[src/rtl/wr_matcher_if.sv]
// Worker-result input channel and match-token output channel of wr_matcher.
// master: the side driving results in and accepting tokens out.
// slave: the matcher itself.
interface wr_matcher_if #(
  parameter int ADDR_WIDTH  = 16,
  parameter int COLOR_WIDTH = 16,
  parameter int DATA_WIDTH  = 32
);
  localparam int WR_WIDTH = 2 + ADDR_WIDTH + COLOR_WIDTH + DATA_WIDTH;
  localparam int MT_WIDTH = ADDR_WIDTH + COLOR_WIDTH + 2 * DATA_WIDTH;

  logic                RECEIVE_WR_VALID;
  logic [WR_WIDTH-1:0] RECEIVE_WR_DATA;
  logic                RECEIVE_WR_READY;
  logic                SEND_MT_VALID;
  logic [MT_WIDTH-1:0] SEND_MT_DATA;
  logic                SEND_MT_READY;

  modport master (
    output RECEIVE_WR_VALID, RECEIVE_WR_DATA, SEND_MT_READY,
    input  RECEIVE_WR_READY, SEND_MT_VALID, SEND_MT_DATA
  );

  modport slave (
    input  RECEIVE_WR_VALID, RECEIVE_WR_DATA, SEND_MT_READY,
    output RECEIVE_WR_READY, SEND_MT_VALID, SEND_MT_DATA
  );
endinterface

[src/rtl/wr_matcher.sv]
// Operand matcher: pairs LEFT/RIGHT worker results sharing {addr, color}
// in a small associative waiting table; ONE results bypass the table.
// Every output is registered; one result is processed per
// receive -> lookup (-> send) pass of the FSM.
module wr_matcher #(
  parameter int ADDR_WIDTH  = 16,
  parameter int COLOR_WIDTH = 16,
  parameter int DATA_WIDTH  = 32,
  parameter int ENTRIES     = 8
) (
  input  logic                         CLK,
  input  logic                         RST_N,
  wr_matcher_if.slave                  bus,
  output logic                         ERR_FULL,
  output logic                         ERR_DUP,
  output logic [$clog2(ENTRIES+1)-1:0] OCCUPANCY
);
  localparam int WR_WIDTH = 2 + ADDR_WIDTH + COLOR_WIDTH + DATA_WIDTH;
  localparam int MT_WIDTH = ADDR_WIDTH + COLOR_WIDTH + 2 * DATA_WIDTH;
  localparam int OCC_W    = $clog2(ENTRIES + 1);
  localparam int IDX_W    = $clog2(ENTRIES);

  localparam logic [1:0] OPT_ONE   = 2'b00;
  localparam logic [1:0] OPT_LEFT  = 2'b01;
  localparam logic [1:0] OPT_RIGHT = 2'b10;

  typedef enum logic [1:0] {S_RECEIVE, S_LOOKUP, S_SEND} state_t;

  state_t                                  state;
  logic [WR_WIDTH-1:0]                     current_wr;

  // Waiting table: side 0 = left operand, 1 = right operand
  logic [ENTRIES-1:0]                      tbl_vld;
  logic [ENTRIES-1:0]                      tbl_side;
  logic [ENTRIES-1:0][ADDR_WIDTH-1:0]      tbl_addr;
  logic [ENTRIES-1:0][COLOR_WIDTH-1:0]     tbl_color;
  logic [ENTRIES-1:0][DATA_WIDTH-1:0]      tbl_data;

  logic [1:0]                              cur_opt;
  logic [ADDR_WIDTH-1:0]                   cur_addr;
  logic [COLOR_WIDTH-1:0]                  cur_color;
  logic [DATA_WIDTH-1:0]                   cur_data;
  logic                                    cur_side;

  logic [ENTRIES-1:0]                      opp_hit, same_hit;
  logic                                    opp_any, same_any, free_any;
  logic [IDX_W-1:0]                        opp_idx, free_idx;

  assign cur_opt   = current_wr[WR_WIDTH-1 -: 2];
  assign cur_addr  = current_wr[WR_WIDTH-3 -: ADDR_WIDTH];
  assign cur_color = current_wr[DATA_WIDTH+COLOR_WIDTH-1 -: COLOR_WIDTH];
  assign cur_data  = current_wr[DATA_WIDTH-1:0];
  // RIGHT is the only waiting option with bit 1 set
  assign cur_side  = cur_opt[1];

  // Per-entry key compare, split by which side the waiting operand is on
  for (genvar g = 0; g < ENTRIES; g++) begin : g_cmp
    logic key_hit;
    assign key_hit     = tbl_vld[g] && (tbl_addr[g] == cur_addr) && (tbl_color[g] == cur_color);
    assign opp_hit[g]  = key_hit && (tbl_side[g] != cur_side);
    assign same_hit[g] = key_hit && (tbl_side[g] == cur_side);
  end

  assign opp_any  = |opp_hit;
  assign same_any = |same_hit;
  assign free_any = ~&tbl_vld;

  // Lowest-index priority select for the hit entry and the free slot
  always_comb begin
    opp_idx  = '0;
    free_idx = '0;
    for (int i = ENTRIES - 1; i >= 0; i--) begin
      if (opp_hit[i]) opp_idx = IDX_W'(i);
      if (!tbl_vld[i]) free_idx = IDX_W'(i);
    end
  end

  // Control FSM with registered handshake outputs, table and flags
  always_ff @(posedge CLK or negedge RST_N) begin
    if (!RST_N) begin
      state                <= S_RECEIVE;
      current_wr           <= '0;
      bus.RECEIVE_WR_READY <= 1'b0;
      bus.SEND_MT_VALID    <= 1'b0;
      bus.SEND_MT_DATA     <= '0;
      ERR_FULL             <= 1'b0;
      ERR_DUP              <= 1'b0;
      OCCUPANCY            <= '0;
      tbl_vld              <= '0;
      tbl_side             <= '0;
      tbl_addr             <= '0;
      tbl_color            <= '0;
      tbl_data             <= '0;
    end else begin
      case (state)
        S_RECEIVE: begin
          if (!bus.RECEIVE_WR_READY) begin
            bus.RECEIVE_WR_READY <= 1'b1;
          end else if (bus.RECEIVE_WR_VALID) begin
            current_wr           <= bus.RECEIVE_WR_DATA;
            bus.RECEIVE_WR_READY <= 1'b0;
            state                <= S_LOOKUP;
          end
        end
        S_LOOKUP: begin
          state <= S_RECEIVE;
          if (cur_opt == OPT_ONE) begin
            bus.SEND_MT_DATA  <= {cur_addr, cur_color, cur_data, {DATA_WIDTH{1'b0}}};
            bus.SEND_MT_VALID <= 1'b1;
            state             <= S_SEND;
          end else if (cur_opt == OPT_LEFT || cur_opt == OPT_RIGHT) begin
            if (opp_any) begin
              bus.SEND_MT_DATA  <= cur_side ? {cur_addr, cur_color, tbl_data[opp_idx], cur_data}
                                            : {cur_addr, cur_color, cur_data, tbl_data[opp_idx]};
              bus.SEND_MT_VALID <= 1'b1;
              tbl_vld[opp_idx]  <= 1'b0;
              OCCUPANCY         <= OCCUPANCY - OCC_W'(1);
              state             <= S_SEND;
            end else if (same_any) begin
              ERR_DUP <= 1'b1;
            end else if (free_any) begin
              tbl_vld[free_idx]   <= 1'b1;
              tbl_side[free_idx]  <= cur_side;
              tbl_addr[free_idx]  <= cur_addr;
              tbl_color[free_idx] <= cur_color;
              tbl_data[free_idx]  <= cur_data;
              OCCUPANCY           <= OCCUPANCY + OCC_W'(1);
            end else begin
              ERR_FULL <= 1'b1;
            end
          end
        end
        S_SEND: begin
          if (bus.SEND_MT_VALID && bus.SEND_MT_READY) begin
            bus.SEND_MT_VALID <= 1'b0;
            state             <= S_RECEIVE;
          end
        end
        default: state <= S_RECEIVE;
      endcase
    end
  end
endmodule

[src/flat_wrapper.sv]
// flat-port wrapper written by rule: the top's interface ports become plain ports
module wr_matcher_flat 
#(
  parameter int ADDR_WIDTH  = 16,
  parameter int COLOR_WIDTH = 16,
  parameter int DATA_WIDTH  = 32,
  parameter int ENTRIES     = 8
)
  (CLK, RST_N, ERR_FULL, ERR_DUP, OCCUPANCY, bus_RECEIVE_WR_VALID, bus_RECEIVE_WR_DATA, bus_SEND_MT_READY, bus_RECEIVE_WR_READY, bus_SEND_MT_VALID, bus_SEND_MT_DATA);
  wr_matcher_if #(.ADDR_WIDTH(ADDR_WIDTH), .COLOR_WIDTH(COLOR_WIDTH), .DATA_WIDTH(DATA_WIDTH)) bus_i ();
  input  logic CLK;
  input  logic RST_N;
  output logic ERR_FULL;
  output logic ERR_DUP;
  output logic [$clog2(ENTRIES+1)-1:0] OCCUPANCY;
  input wire logic [$bits(bus_i.RECEIVE_WR_VALID)-1:0] bus_RECEIVE_WR_VALID;
  input wire logic [$bits(bus_i.RECEIVE_WR_DATA)-1:0] bus_RECEIVE_WR_DATA;
  input wire logic [$bits(bus_i.SEND_MT_READY)-1:0] bus_SEND_MT_READY;
  output wire logic [$bits(bus_i.RECEIVE_WR_READY)-1:0] bus_RECEIVE_WR_READY;
  output wire logic [$bits(bus_i.SEND_MT_VALID)-1:0] bus_SEND_MT_VALID;
  output wire logic [$bits(bus_i.SEND_MT_DATA)-1:0] bus_SEND_MT_DATA;
  assign bus_i.RECEIVE_WR_VALID = bus_RECEIVE_WR_VALID;
  assign bus_i.RECEIVE_WR_DATA = bus_RECEIVE_WR_DATA;
  assign bus_i.SEND_MT_READY = bus_SEND_MT_READY;
  assign bus_RECEIVE_WR_READY = bus_i.RECEIVE_WR_READY;
  assign bus_SEND_MT_VALID = bus_i.SEND_MT_VALID;
  assign bus_SEND_MT_DATA = bus_i.SEND_MT_DATA;
  wr_matcher #(.ADDR_WIDTH(ADDR_WIDTH), .COLOR_WIDTH(COLOR_WIDTH), .DATA_WIDTH(DATA_WIDTH), .ENTRIES(ENTRIES)) u_core (.CLK(CLK), .RST_N(RST_N), .bus(bus_i), .ERR_FULL(ERR_FULL), .ERR_DUP(ERR_DUP), .OCCUPANCY(OCCUPANCY));
endmodule
[config.mk]
export PLATFORM = sky130hd
export DESIGN_NAME = wr_matcher_flat
export DESIGN_NICKNAME = d
export VERILOG_FILES = /design/src/rtl/wr_matcher_if.sv /design/src/rtl/wr_matcher.sv /design/src/flat_wrapper.sv
export SDC_FILE = /design/constraint.sdc
export NUM_CORES = 2
export LEC_CHECK = 0
export BUFFER_PORTS_ARGS = -buffer_cell sky130_fd_sc_hd__buf_4
export CORE_AREA = 10 10 285 315
export CTS_CLUSTER_SIZE = 14
export DETAILED_ROUTE_END_ITERATION = 16
export DIE_AREA = 0 0 295 325
export PLACE_DENSITY = 0.64
export REMOVE_ABC_BUFFERS = 1
export SETUP_SLACK_MARGIN = 0.2
export SLEW_MARGIN = 25
export SYNTH_ARGS = -nofsm -noshare
export SYNTH_HDL_FRONTEND = slang
export SYNTH_SLANG_ARGS = --single-unit
[constraint.sdc]
create_clock -name CLK -period 3.9 [get_ports CLK]
set_input_delay 0.39 -clock CLK [delete_from_list [all_inputs] [get_ports CLK]]
set_output_delay 0.39 -clock CLK [all_outputs]
set_load 0.01 [all_outputs]
==> reports/qor.yml <==
outcome:
  outcome: "finished with violations"
  violations: "negative setup slack"
yosys:
  yosysSeqAreaShare_pct: 53.1
  synth.avg_cell_area_um2: 12.3
  synthArstFlopShare_pct: 100
  synth_enable_flop_cells: 0
  ys_seq_elements: 700
  syn_area_um2: 33000
  synth.distinct_cells: 67
  yosysWarnings: 0
  synth_largest_area_cell: "dfrtp_1"
  yosys-top-cells-area: "dfrtp_1, mux2_2, xnor2_1, mux2_4, xor2_1"
  synth_top_area_share_pct: 53.1
  synthCells: 2684
  dominantRegCellSynth: "dfrtp_1"
sta:
  hold_violations: 0
  fin_ws_ns: -0.0671
  max-slew-margin-rel_pct: 35.5
  setup_viol: 11
  worstMarginPinSlew_ns: 0.967
  fin_crit_sh_pct: 102
  drv_slew: 0
  fmax_mhz: 252
  period_minus_slack_ns: 3.97
  fin_skew_ns: 0.0245
  rsz0062_at_grt: "true"
  fin_setup_tns_ns: -0.300
die:
  die_w_um: 295
  start_util_pct: 39.8
  fp.dieArea_um2: 95900
  ios: 174
  core_um2: 82900
  std_cell_rows: 111
  dieHeight_um: 325
worst_setup_path:
  critical-path-top-delay-family: "simple AND/OR/NAND/NOR gates"
  worstPathArrival_ns: 4.47
  cp.required_ns: 4.40
  reg2reg_slack_ns: -0.07
  worst_setup_path_start_kind: "register"
  path_cells: "xor2_1 -> or4_1 -> or4_4 -> buf_12 -> nor4_4 -> buf_4 -> nor3_1 -> o211ai_1 -> a31oi_4 -> buf_12 -> buf_16 -> a211oi_1 -> a31oi_1 -> nor3_1 -> o31ai_1"
  crit_buf_inv: 4
  reg2regPathDepth: 15
  regToRegStartpoint: "u_core.current_wr[50]"
  rr_endpoint: "u_core.bus.SEND_MT_DATA[48]"
  worstSetupPathType: "register to register"
  critPathSlowestCell: "or4_4"
  cp_slowest_stage_delay_ns: 0.59
  critPathMaxFanout: 5
  end_kind: "register"
cells_and_area:
  instances_no_fill: 4256
  area_growth_pct: 29.9
  fin_nets: 3193
  final_layout_size_suffix_gt1_share_pct: 44.5
  fillers: 6909
  design_area_um2: 42800
clock_network:
  cts.path.max_buffers: 3
  cts_tree: "done"
  cts.sink_count: 700
  clk_latency_ns: 0.63
  cts_buffers: 80
  cts_root_buffer: "clkbuf_16"
  path_clk_slew_ns: 0.06
  htreeDepth: 3
grt:
  grt_pass1_wl_um: 156000
  use_met1_pct: 26.4
  busiest_layer: "met2"
  gr-total-overflow: 0
  grt.met2_usage_pct: 35.5
  grt_usage_pct: 20.9
  antenna_found_initial: 2
  grt_use_met3_pct: 3.32
  grt_max_degree: 98
  grt_pass1_vias: 25442
place:
  dpl.cell_count: 4001
  place.gp.congestion: 0.912
  hpwl_um: 69400
  placed_area_um2: 37800
  port_buffers: 173
  place_ws_ns: -0.271
drt:
  dr_total_vias: 23539
  detail-route-antenna-nets: 0
  drt-wirelength-per-cell_um: 23.9
  drc: 0
  drt_iter0_drc: 1260
  firstDrtPassIters: 5
  drt-total-wl_um: 102000
  vias_per_cell: 5.53
worst_hold_path:
  whs_endpoint: "u_core.current_wr[41]"
  hold_class: "primary input to register"
  whs_path_depth: 2
  hold_path.startpoint: "bus_RECEIVE_WR_DATA[41]"
job:
  max_cap_violations: 0
power_and_ir_drop:
  p_total_mw: 31.1
  powerDensity_nw_per_um2: 727
  leakage_nw: 19.3
  vdd_ir_drop_max_mv: 0.480
## registers in the layout, indices dropped and copies added (netlist names)
register                     cells
u_core.ERR_DUP                   1
u_core.ERR_FULL                  1
u_core.OCCUPANCY                 4
u_core.bus.RECEIVE_WR_READY      1
u_core.bus.SEND_MT_DATA         96
u_core.bus.SEND_MT_VALID         1
u_core.current_wr               66
u_core.state                     2
u_core.tbl_addr                128
u_core.tbl_color               128
u_core.tbl_data                256
u_core.tbl_side                  8
u_core.tbl_vld                   8
## synthesized netlist by cell type, types with 4 or more instances
cell type    n
ha_1         4
buf_2       73
or4_1        7
a211oi_1    32
nor4_1      33
mux2i_1     33
nand4_1     63
xor2_1      78
nor4bb_1     4
nor3_1      84
dfrtp_1    700
nand4b_1     4
nand3_1     30
o22ai_1      4
a22o_1      32
o22a_1       4
nand2b_1    18
a21o_1       4
o21ai_0     34
and3_1       7
nor2_1     127
inv_1       29
o31ai_1     32
buf_6       10
a21oi_1      7
buf_1        4
a22oi_1     32
xnor2_1    180
mux2_2     541
a31oi_1     39
o41ai_1     32
clkbuf_1   148
mux2_4      50
nand2_1    155
## layout make-up
class	instances	area (µm²)	area share, %
multi-input cells	1719	15200	35.6
inverters	29	109	0.254
repair buffers	588	5820	13.6
flip-flops and latches	700	17500	41.0
clock buffers	111	2320	5.42
clock inverters	35	448	1.05
diodes	1	2.50	0.00584
well taps	1073	1340	3.14
## timing repair
action                                  CTS  global route
endpoints found under the setup margin  610           593
buffers inserted                         21            17
endpoints found under the hold margin   136             0
pin swaps                                51            88
hold buffers                             59             0
gates cloned                              7             4
resized for setup                       104           106
## layer usage
layer / up-vias / routed length (µm)
met5: - / 0
met4: 0 / 3480
met3: 178 / 4950
met2: 629 / 50700
met1: 12325 / 42800
li1: 10407 / -
## kinds of logic after synthesis
kind of cell,count (synthesis),synth area share (%)
adder cells (fa/ha/maj),5,0.213
AO/OA/AOI/OAI,278,6.19
XOR/XNOR,258,6.86
buffers and inverters,265,3.53
AND/OR/NAND/NOR,554,8.30
multiplexers,624,21.8
flip-flops,700,53.1
## where the power goes
group	leakage, nW	switching (mW)	internal, mW
clock	1.36	3.19	4.72
combinational	8.62	6.45	5.87
sequential	9.35	1.88	9.01
## per-stage QoR
stage	util, %	hold WS [ns]
after floorplan	-	0.0944
after global placement	45.6	0.466
after detailed placement	45.6	0.471
after CTS	50.7	0.00480
after global routing	51.6	0.0264
final	51.6	0.0401
## layout by cell type, fill, tap and decap left out, types with 8 or more instances in the layout
| master | instances |
|---|---|
| o21ai_0 | 34 |
| buf_6 | 15 |
| mux2_4 | 59 |
| dfrtp_2 | 15 |
| nand2_1 | 154 |
| nor3_2 | 19 |
| buf_4 | 422 |
| nand2b_1 | 18 |
| bufinv_16 | 8 |
| xnor2_1 | 173 |
| clkbuf_16 | 85 |
| a22o_1 | 32 |
| xor2_1 | 63 |
| dlygate4sd3_1 | 59 |
| a31oi_2 | 16 |
| buf_8 | 11 |
| nand4_1 | 63 |
| nand3_1 | 28 |
| xor2_2 | 13 |
| buf_12 | 67 |
| a31oi_1 | 21 |
| a22oi_1 | 32 |
| clkinv_2 | 13 |
| o31ai_1 | 32 |
| nor4_1 | 22 |
| nor3_1 | 65 |
| o41ai_1 | 27 |
| inv_1 | 27 |
| buf_16 | 8 |
| mux2_2 | 532 |
| nor2_1 | 121 |
| clkbuf_8 | 18 |
| mux2i_1 | 33 |
| a211oi_2 | 23 |
| clkbuf_1 | 12 |
| dfrtp_1 | 684 |
## worst max path at each step
| stage | from | cells past startpoint | end | slack [ns] |
|---|---|---|---|---|
| after global placement | u_core.current_wr[46] | 15 | u_core.bus.SEND_MT_DATA[11] | -0.34 |
| after global routing | u_core.current_wr[50] | 16 | u_core.bus.SEND_MT_DATA[25] | -0.18 |
| after detailed placement | u_core.current_wr[46] | 16 | u_core.tbl_data[189] | -0.27 |
| after floorplan | u_core.current_wr[65] | 6 | u_core.tbl_addr[80] | -7.30 |
| final | u_core.current_wr[50] | 15 | u_core.bus.SEND_MT_DATA[48] | -0.07 |
| after CTS | u_core.current_wr[40] | 15 | u_core.bus.SEND_MT_DATA[26] | 0.07 |
No activity file was read; power rests on OpenSTA's default activity.
